--- config.mk ---
export PLATFORM = sky130hd
export DESIGN_NAME = pipe_hazard_ctrl
export DESIGN_NICKNAME = d
export VERILOG_FILES = /design/src/rtl/pipe_hazard_ctrl_pkg.sv /design/src/rtl/pipe_hazard_ctrl_hazard_match.sv /design/src/rtl/pipe_hazard_ctrl.sv
export SDC_FILE = /design/constraint.sdc
export NUM_CORES = 1
export LEC_CHECK = 0
export CELL_PAD_IN_SITES_DETAIL_PLACEMENT = 0
export CELL_PAD_IN_SITES_GLOBAL_PLACEMENT = 1
export CORE_ASPECT_RATIO = 0.75
export CORE_MARGIN = 2
export CORE_UTILIZATION = 38
export CTS_BUF_LIST = sky130_fd_sc_hd__clkbuf_4 sky130_fd_sc_hd__clkbuf_8
export DETAILED_ROUTE_END_ITERATION = 10
export MAX_ROUTING_LAYER = met4
export PLACE_DENSITY_LB_ADDON = 0.1
export SLEW_MARGIN = 20
export SYNTH_ARGS = -nofsm -noshare
export SYNTH_HDL_FRONTEND = slang
export SYNTH_SLANG_ARGS = --single-unit
--- constraint.sdc ---
create_clock -name clk -period 2.9 [get_ports clk]
set_input_delay 0.58 -clock clk [delete_from_list [all_inputs] [get_ports clk]]
set_output_delay 0.58 -clock clk [all_outputs]
set_load 0.005 [all_outputs]
--- src/rtl/pipe_hazard_ctrl_pkg.sv ---
// Shared pipeline definitions: forwarding-select encodings and the in-flight tracker entry.
package pipe_hazard_ctrl_pkg;

  localparam logic [1:0] FWD_RF    = 2'd0;
  localparam logic [1:0] FWD_EXMEM = 2'd1;
  localparam logic [1:0] FWD_MEMWB = 2'd2;

  // Tracker dst is sized for the widest supported register file; narrower addresses zero-extend.
  localparam int TRK_AW = 8;

  typedef struct packed {
    logic              valid;
    logic [TRK_AW-1:0] dst;
    logic              wr;
    logic              load;
  } trk_entry_t;

endpackage

--- src/rtl/pipe_hazard_ctrl_hazard_match.sv ---
// Compares one decode source operand against one in-flight tracker entry.
module hazard_match
  import pipe_hazard_ctrl_pkg::*;
#(
  parameter int REG_AW = 5
) (
  input  logic [REG_AW-1:0] src,
  input  logic              use_src,
  input  trk_entry_t        entry,
  output logic              hit
);

  logic unused_load;
  assign unused_load = entry.load;

  // Register 0 is hardwired, so writes to it never create a dependency.
  assign hit = use_src && entry.valid && entry.wr && (src != '0) &&
               (entry.dst == TRK_AW'(src));

endmodule

--- src/rtl/pipe_hazard_ctrl.sv ---
// Hazard controller: load-use / RAW stalls, operand forwarding selects and taken-branch flush window.
module pipe_hazard_ctrl
  import pipe_hazard_ctrl_pkg::*;
#(
  parameter int REG_AW       = 5,
  parameter int BR_FLUSH_CYC = 1,
  parameter bit FWD_EN       = 1'b1
) (
  input  logic              clk,
  input  logic              rst,
  input  logic              id_valid,
  input  logic [REG_AW-1:0] id_rs,
  input  logic [REG_AW-1:0] id_rt,
  input  logic              id_use_rs,
  input  logic              id_use_rt,
  input  logic [REG_AW-1:0] id_dst,
  input  logic              id_wr,
  input  logic              id_load,
  input  logic              ex_br_taken,
  output logic              pc_write,
  output logic              ifid_write,
  output logic              ifid_flush,
  output logic              idex_bubble,
  output logic [1:0]        fwd_a_sel,
  output logic [1:0]        fwd_b_sel,
  output logic [15:0]       stall_cnt,
  output logic [15:0]       flush_cnt
);

  trk_entry_t ex_e, mem_e, wb_e;
  trk_entry_t ents [3];
  logic [2:0] hit_a, hit_b;  // index 0 = EX, 1 = MEM, 2 = WB
  logic [1:0] flush_ctr;
  logic       take, raw_stall, stall;

  assign ents[0] = ex_e;
  assign ents[1] = mem_e;
  assign ents[2] = wb_e;

  for (genvar g = 0; g < 3; g++) begin : g_match
    hazard_match #(.REG_AW(REG_AW)) u_a (
      .src(id_rs), .use_src(id_use_rs), .entry(ents[g]), .hit(hit_a[g]));
    hazard_match #(.REG_AW(REG_AW)) u_b (
      .src(id_rt), .use_src(id_use_rt), .entry(ents[g]), .hit(hit_b[g]));
  end

  // WB matches resolve through the write-before-read register file; they never stall or forward.
  logic unused_bits;
  assign unused_bits = ^{hit_a[2], hit_b[2], mem_e.load, wb_e.load};

  assign take = !rst && ex_br_taken && (flush_ctr == 2'd0);
  assign ifid_flush = !rst && (take || (flush_ctr != 2'd0));

  always_comb begin
    if (FWD_EN)
      raw_stall = id_valid && (hit_a[0] || hit_b[0]) && ex_e.load;
    else
      raw_stall = id_valid && ((|hit_a[1:0]) || (|hit_b[1:0]));
  end

  // A flush discards the decode instruction, so it overrides any stall request.
  assign stall       = !rst && raw_stall && !ifid_flush;
  assign pc_write    = !stall;
  assign ifid_write  = !stall;
  assign idex_bubble = ifid_flush || stall;

  function automatic logic [1:0] sel_of(input logic ex_hit, input logic mem_hit);
    if (!FWD_EN || !id_valid || idex_bubble) return FWD_RF;
    if (ex_hit)  return FWD_EXMEM;
    if (mem_hit) return FWD_MEMWB;
    return FWD_RF;
  endfunction

  always_ff @(posedge clk) begin
    if (rst) begin
      ex_e      <= '0;
      mem_e     <= '0;
      wb_e      <= '0;
      flush_ctr <= '0;
      fwd_a_sel <= FWD_RF;
      fwd_b_sel <= FWD_RF;
      stall_cnt <= '0;
      flush_cnt <= '0;
    end else begin
      wb_e  <= mem_e;
      mem_e <= ex_e;
      if (idex_bubble)
        ex_e <= '0;
      else
        ex_e <= trk_entry_t'{valid: id_valid, dst: TRK_AW'(id_dst), wr: id_wr, load: id_load};

      if (take)
        flush_ctr <= 2'(BR_FLUSH_CYC - 1);
      else if (flush_ctr != 2'd0)
        flush_ctr <= flush_ctr - 2'd1;

      fwd_a_sel <= sel_of(hit_a[0], hit_a[1]);
      fwd_b_sel <= sel_of(hit_b[0], hit_b[1]);

      if (stall && (stall_cnt != 16'hFFFF)) stall_cnt <= stall_cnt + 16'd1;
      if (take && (flush_cnt != 16'hFFFF))  flush_cnt <= flush_cnt + 16'd1;
    end
  end

endmodule

### Yosys cells after proc, flatten, opt, wreduce, memory -nomap -nowiden

Index checks and enable logic that the tools add are counted.

| storage, ports and cells | value |
|---|---|
| bits in registers | 59 |
| bits of input ports | 23 |
| output and inout bits | 40 |
| word-level logic and storage cells | 88 |

| operators by class | value |
|---|---|
| $add $sub $neg | 3 |
| equal/unequal tests | 6 |
| multiplexer cells | 27 |
| reductions and logical operators | 39 |

Operator list:

| operator | number |
|---|---|
| adder 16 x 1 -> 16 bit (second input constant) | 2 |
| == test 8 x 5 -> 1 bit | 4 |
| != test 16 bit (second input constant) | 2 |
| logical AND 1 bit | 25 |
| two-way mux 2 bit | 11 |
| two-way mux 1 bit | 16 |
| nonzero test 5 bit | 2 |
| logical NOT 1 bit | 4 |
| logical OR 1 bit | 4 |
| OR reduction 2 bit | 2 |
| logical NOT 2 bit | 1 |
| nonzero test 2 bit | 1 |
| subtractor 2 x 1 -> 2 bit (second input constant) | 1 |

### Longest topological paths before layout

Gate-level depths: netlist of run 1.

| logic depth | value |
|---|---|
| depth in word-level cells | 21 |
| gate-level depth with buffers | 9 |
| mapped depth without buffers | 8 |

### Hierarchy

From an unflattened synthesis of run 1, not the netlist that was laid out.

| second synthesis, totals | value |
|---|---|
| cell total of the unflattened synthesis | 302 |
| area total of the unflattened synthesis | 2,727.6 sq um |

By module, submodules not included:

| module | times used | cells an instance | area each (sq um) | seq. area each (sq um) |
|---|---|---|---|---|
| pipe_hazard_ctrl | 1 | 258 | 2,357.3 | 1,081.0 |
| hazard_match | 4 | 11 | 92.6 | 0.0 |

### Worst setup path before layout of run 1

Ideal clock, no wire load.

| timing path | value |
|---|---|
| path kind | input-to-output |
| start point | input id_rt[1] |
| end point | output pc_write |
| data arrival time | 1.993 ns |
| data required time | 2.320 ns |
| path slack | 0.327 ns |
| stages on the path | 8 |
| buffers on the path | 3 |
| cells stage by stage | or4_1 -> o21ai_2 -> nor3_2 -> o21ai_2 -> buf_6 -> buf_6 -> nand2b_1 -> buf_4 |

| between the ends | value |
|---|---|
| cells in the longest elaborated chain, start to end | 9 |
| elaborated cells on any way between the ends | 10 |
| classes of those cells | eq/ne: 1; reduce/logical: 9 |

RTL lines:

| item | line | source |
|---|---|---|
| start, declared | pipe_hazard_ctrl.sv:13 | `input logic [REG_AW-1:0] id_rt,` |
| nonzero test 5 bit | -- |  |
| logical AND 1 bit | pipe_hazard_ctrl_hazard_match.sv:17 | `assign hit = use_src && entry.valid && entry.wr && (src != '0) &&` |
| logical AND 1 bit (*) | pipe_hazard_ctrl_hazard_match.sv:17 |  |
| logical OR 1 bit (*) | pipe_hazard_ctrl.sv:56 | `raw_stall = id_valid && (hit_a[0] \|\| hit_b[0]) && ex_e.load;` |
| logical AND 1 bit (*) (2 in series) | pipe_hazard_ctrl.sv:56 |  |
| logical AND 1 bit (*) (2 in series) | pipe_hazard_ctrl.sv:62 | `assign stall = !rst && raw_stall && !ifid_flush;` |
| logical NOT 1 bit (*) | -- |  |
| end, declared | pipe_hazard_ctrl.sv:20 | `output logic pc_write,` |

Every way passes the cells marked *; elsewhere a longest branch is shown, timed or not.

### Final worst setup path of run 1

| timing path | value |
|---|---|
| start point | input id_rs[1] |
| end point | register stall_cnt[15] |

| between the ends | value |
|---|---|
| cells in the longest elaborated chain, start to end | 9 |
| elaborated cells on any way between the ends | 10 |
| classes of those cells | eq/ne: 1; reduce/logical: 9 |

RTL lines:

| item | line | source |
|---|---|---|
| start, declared | pipe_hazard_ctrl.sv:12 | `input logic [REG_AW-1:0] id_rs,` |
| nonzero test 5 bit | -- |  |
| logical AND 1 bit | pipe_hazard_ctrl_hazard_match.sv:17 |  |
| logical AND 1 bit (*) | pipe_hazard_ctrl_hazard_match.sv:17 |  |
| logical OR 1 bit (*) | pipe_hazard_ctrl.sv:56 |  |
| logical AND 1 bit (*) (2 in series) | pipe_hazard_ctrl.sv:56 |  |
| logical AND 1 bit (*) (2 in series) | pipe_hazard_ctrl.sv:62 |  |
| logical AND 1 bit (*) | pipe_hazard_ctrl.sv:100 | `if (stall && (stall_cnt != 16'hFFFF)) stall_cnt <= stall_cnt + 16'd1;` |
| end signal, assigned | pipe_hazard_ctrl.sv:100 |  |
| end, declared | pipe_hazard_ctrl.sv:26 | `output logic [15:0] stall_cnt,` |

Marked as above.
A chain may end at the register's enable or synchronous reset.

==> flow_summary.yaml, run 1 <==
status:
  status: "complete, no violations"
layout:
  n_antenna_cell: 0
  ff_latch_area_um2: 1060
  area_growth_pct: 39.6
  final_cells: 438
  fin_nets: 382
  design_area_um2: 3510
  nFillCells: 596
  multi_input_area_um2: 1400
  drive_above_1_share_pct: 14.0
floorplan:
  dieHeight_um: 74.4
  ioPinCount: 63
  die_area_um2: 7280
  rows: 25
  start_util_pct: 39.6
  core_um2: 6350
  die_x_um: 97.9
synthesis:
  synth_area_leaders: "dfxtp_1 (42%), xor2_1 (6.3%), xnor2_1 (5.2%)"
  syn_avg_cell_area_um2: 9.20
  ys_ff_latch: 53
  async_flop_share_pct: 0
  syn_nets: 299
  syn_area_um2: 2510
  synth_edf_count: 0
  synthFlopType: "dfxtp_1"
  synth_top_area_share_pct: 42.2
  syn_inst: 273
  seq_area_frac_synth_pct: 42.2
  ys_warn_count: 0
  ys_types: 45
  yosysTopAreaCell: "dfxtp_1"
setup_path:
  reg2regPathDepth: 11
  crit_fanout: 13
  rr_endpoint: "stall_cnt[15]"
  reg2reg_slack_ns: 0.49
  arrival_ns: 3.07
  startpoint: "id_rs[1]"
  crit_path_end_kind: "flop"
  timing.critical_path.to: "stall_cnt[15]"
  worstPathRequired_ns: 3.14
  reg2reg_from: "ents[25]"
  path_class: "input pin to flop"
  setup.worst_path.start_class: "input pin"
cts:
  cts_max_level: 2
  clock_path_buffers: 2
  cts_tree: "yes"
  cts_made_buffers: 5
  clk_latency_ns: 0.30
  cts_sinks: 53
  path_clk_slew_ns: 0.09
  cts-root-buf: "clkbuf_8"
place:
  io_buffers: 62
  dpl_cell_area_um2: 3320
  place_congestion: 0.832
  dp.cells: 425
  hpwl_um: 4320
power_and_ir_drop:
  pwr_density_cell_nw_per_um2: 458
  ir_worst_vdd_mv: 0.299
  p_leak_nw: 1.34
global_routing:
  grt_max_degree: 36
  grt_pass1_wl_um: 9870
  first_global_vias: 2082
  gr-total-overflow: 0
  antenna_found_initial: 0
  grt_usage_pct: 17.3
sta:
  min_period_ns: 2.83
  finalHoldViolations: 0
  period_share_pct: 97.5
  tightest_slew_ns: 0.478
  skew_ns: 0.0102
  rsz0062_at_grt: "yes"
  drv_slew: 0
  fmax_ghz: 0.354
  setup_viol: 0
  relSlewSlack_pct: 68.0
flow_run:
  cap_violations: 0
drt:
  ant_nets: 0
  post_drt_wl_per_cell_um: 13.4
  drc_errors: 0
  num_vias: 2236
  drt_iter0_drc: 67
  dr.pass1.iters: 4
  via_per_inst: 5.11
  totalWireLength_um: 5850
worst_hold_path:
  min-delay-path-class: "flop to flop"
==> through the flow <==
step | total power (W) | utilization (%) | TNS, ns | hold slack (ns) | setup WS [ns]
6_report | 0.00161 | 55.2 | 0 | 0.499 | 0.0718
3_3_place_gp | 0.00110 | 52.4 | -0.910 | 0.477 | -0.334
3_5_place_dp | 0.00111 | 52.4 | -0.971 | 0.492 | -0.354
5_1_grt | 0.00170 | 55.2 | -0.0212 | 0.537 | -0.0212
2_1_floorplan | 0.000983 | - | 0 | 0.459 | 0.327
4_1_cts | 0.00163 | 54.7 | 0 | 0.506 | 0.00289
==> kinds of logic after synthesis <==
kind of cell	Yosys count	synth area share (%)
AOI/OAI and AO/OA	38	10.6
and+or+nand+nor	128	29.2
muxes	4	1.84
buffers and inverters	14	3.14
DFF	53	42.2
xor gates and xnor gates	33	11.5
adders and majority gates	3	1.49
==> critical path, stage by stage <==
cell and delay [ns]:
clkdlybuf4s50_1 0.41, buf_4 0.15, xnor2_1 0.14, nand4_1 0.12, nor3_2 0.23, o21ai_2 0.08
buf_4 0.15, buf_4 0.12, buf_4 0.13, buf_4 0.12, buf_4 0.18, or4_1 0.50
a21oi_1 0.14
==> area by class of cell <==
type                       count  share of cell area [%]
clock buffer                   6                    2.35
clock inverter                 2                    1.07
inverter                       3                   0.321
multi-input combinational    206                    40.0
sequential                    53                    30.3
tap                           81                    2.89
timing repair buffer          87                    23.1
==> what timing repair did <==
item	4_1_cts	5_1_grt
setup buffers	4	1
resized for setup	14	5
setup endpoints to repair	3	3
pin swaps	7	6
hold buffers	0	0
==> registers in the layout (all words and copies together), names as in the netlist <==
signal,count
fwd_a_sel,2
fwd_b_sel,2
flush_cnt,16
stall_cnt,16
flush_ctr,2
ents,15
==> where the power goes <==
group | switching (W) | internal [W] | leakage, nW | total [W]
clock network | 0.000236 | 0.000281 | 0.0574 | 0.000517
logic | 0.000126 | 0.000162 | 0.852 | 0.000288
registers | 0.0000330 | 0.000768 | 0.429 | 0.000801
total | 0.000396 | 0.00121 | 1.34 | 0.00161
==> routing by layer <==
| layer | routed length, µm | vias up | GRT usage (%) |
|---|---|---|---|
| met4 | 46 | 0 | 3.70 |
| li1 | - | 1149 | - |
| met3 | 248 | 4 | 3.85 |
| met5 | 0 | - | - |
| met2 | 2520 | 48 | 26.4 |
| met1 | 3040 | 1035 | 23.6 |
==> worst min-delay path by stage <==
stage	start	to	slack [ns]	cells past startpoint
5_1_grt	ents[27]	ents[16]	0.54	1
4_1_cts	flush_ctr[0]	flush_ctr[0]	0.51	2
3_3_place_gp	ents[23]	ents[12]	0.48	1
6_report	flush_ctr[0]	flush_ctr[0]	0.50	2
2_1_floorplan	ents[32]	ents[21]	0.46	1
3_5_place_dp	stall_cnt[15]	stall_cnt[15]	0.49	2
==> Yosys cell counts (2+ instances only) <==
cell type and instances:
nor3_1 5, nor3_2 2, or3_1 3, and4_1 6
or4_1 8, nor2_1 24, clkbuf_1 5, dfxtp_1 53
o21ai_0 6, nand3_1 16, xnor2_1 15, mux2i_1 2
o31ai_1 3, nor4_1 3, buf_1 2, and2_1 5
inv_1 3, a21oi_1 11, xor2_1 18, nand2_1 13
buf_6 3, and3_1 12, o21ai_1 3, o21ba_1 2
o21ai_2 4, ha_1 3, nand4_1 12, nor2b_1 14
==> layout by cell type, fill, tap and decap left out, types with 7 or more instances in the layout <==
cell	Yosys	layout
a21oi_1	11	11
and3_1	12	12
buf_4	1	24
clkdlybuf4s50_1	0	51
dfxtp_1	53	53
nand2_1	13	13
nand3_1	16	16
nand4_1	12	12
nor2_1	24	24
nor2b_1	14	14
or4_1	8	7
xnor2_1	15	15
xor2_1	18	18
Note: power is estimated with default switching activity, not from simulation.
==> inputs of run 2 (changes only) <==
--- a/config.mk
+++ b/config.mk
@@ -9,7 +9,7 @@
 export CELL_PAD_IN_SITES_GLOBAL_PLACEMENT = 1
 export CORE_ASPECT_RATIO = 0.75
 export CORE_MARGIN = 2
-export CORE_UTILIZATION = 38
+export CORE_UTILIZATION = 25
 export CTS_BUF_LIST = sky130_fd_sc_hd__clkbuf_4 sky130_fd_sc_hd__clkbuf_8
 export DETAILED_ROUTE_END_ITERATION = 10
 export MAX_ROUTING_LAYER = met4
==> flow_summary.yaml, run 2 (synthesized netlist as in run 1, its figures left out) <==
setup_path:
  reg2reg_slack_ns: 0.59
  path_delay_family: "buffers and inverters"
  reg2regPathDepth: 7
  arrival_ns: 2.19
  crit_path_end_kind: "output pin"
  reg2reg_from: "flush_ctr[0]"
  path_buf_inv: 3
  rr_endpoint: "stall_cnt[15]"
  path_class: "input pin to output pin"
  setup.worst_path.start_class: "input pin"
  max_stage_delay_ns: 0.49
  cp_slowest_cell: "clkdlybuf4s50_1"
  startpoint: "id_rt[4]"
  crit_fanout: 2
  cp_cell_sequence: "clkdlybuf4s50_1 > xnor2_1 > nand4_1 > nor3_2 > o21ai_2 > buf_6 > nand2b_4 > clkdlybuf4s15_2"
  worstPathRequired_ns: 2.32
cts:
  clock_path_buffers: 2
  cts-root-buf: "clkbuf_8"
  cts_made_buffers: 5
  cts_sinks: 53
  cts_tree: "yes"
  cts_max_level: 2
  path_clk_slew_ns: 0.09
  clk_latency_ns: 0.31
worst_hold_path:
  min-delay-path-class: "flop to flop"
  hold_start: "flush_ctr[0]"
  hold_depth: 2
  whs_endpoint: "flush_ctr[0]"
floorplan:
  ioPinCount: 63
  core_um2: 9700
  start_util_pct: 25.9
  die_x_um: 120
  rows: 31
  dieHeight_um: 90.8
  die_area_um2: 10900
global_routing:
  gr-total-overflow: 0
  grt_pass1_wl_um: 10700
  grt_usage_pct: 12.8
  antenna_found_initial: 0
  first_global_vias: 2127
  grt_max_degree: 30
place:
  hpwl_um: 4850
  dp.cells: 477
  io_buffers: 62
  place_congestion: 0.762
  place_ws_ns: -0.369
drt:
  totalWireLength_um: 6530
  post_drt_wl_per_cell_um: 13.3
  num_vias: 2226
  ant_nets: 0
  drc_errors: 0
  drt_iter0_drc: 118
  via_per_inst: 4.52
  dr.pass1.iters: 4
layout:
  area_growth_pct: 42.5
  layout_common_cells: "dfxtp_1 (53), clkdlybuf4s50_1 (50), buf_4 (26)"
  n_antenna_cell: 0
  final_cells: 492
  final_common_cell: "dfxtp_1"
  nFillCells: 1027
  drive_above_1_share_pct: 15.3
  fin_nets: 385
  utilization_pct: 36.9
sta:
  relSlewSlack_pct: 69.9
  drv_slew: 0
  final.setup.tns_ns: 0
  min_period_ns: 2.77
  skew_ns: 0.00915
  layout_setup_ws_ns: 0.133
  rsz0062_at_grt: "no"
  setup_viol: 0
  period_share_pct: 95.4
  tightest_slew_ns: 0.451
  fmax_ghz: 0.361
  finalHoldViolations: 0
power_and_ir_drop:
  p_total_w: 0.00155
  ir_worst_vdd_mv: 0.194
  p_leak_nw: 1.37
  pwr_density_cell_nw_per_um2: 434
flow_run:
  cap_violations: 0
status:
  status: "complete, no violations"
## run 2: per-layer routing
metal | vias up | wire (µm) | global-route usage [%]
met4 | 0 | 80 | 3.82
met3 | 8 | 227 | 3.28
met1 | 1029 | 3460 | 17.7
met2 | 38 | 2760 | 18.2
met5 | - | 0 | -
li1 | 1151 | - | -
## run 2: layout make-up
cell class,count,area (µm²),area share (%)
clock buffer,7,96.3,2.69
clock inverter,1,5.00,0.140
inverter,3,11.3,0.314
multi-input combinational,206,1400,39.1
sequential,53,1060,29.6
tap,132,165,4.61
timing repair buffer,90,841,23.5
## run 2: power breakdown
part / internal, W / switching (W)
registers: 0.000768 / 0.0000312
clock network: 0.000216 / 0.000243
logic: 0.000164 / 0.000130
total: 0.00115 / 0.000404
## run 2: worst reg2reg max path, stage by stage (launching register included)
cell     delay [ns]
dfxtp_1        0.31
inv_1          0.08
ha_1           0.25
nor3b_4        0.46
nand4_1        0.21
a41o_1         0.33
or4_1          0.48
a21oi_1        0.14
## run 2: stage by stage
| step | area [µm²] | hold slack, ns |
|---|---|---|
| 6_report | 3580 | 0.497 |
| 5_1_grt | 3580 | 0.530 |
| 4_1_cts | 3570 | 0.504 |
| 3_5_place_dp | 3400 | 0.487 |
| 3_3_place_gp | 3400 | 0.480 |
| 2_1_floorplan | 2510 | 0.459 |
## run 2: worst max path at each step
stage	endpoint	cells after the start
CTS	idex_bubble	9
global route	ifid_write	8
global placement	pc_write	7
floorplan	pc_write	8
detailed placement	pc_write	7
finish	ifid_write	8
## run 2: what timing repair did
action | CTS | global route
setup endpoints to repair | 3 | 3
gates resized for setup | 18 | 5
hold buffers | 0 | 0
pin swaps | 7 | 5
setup buffers | 6 | 1
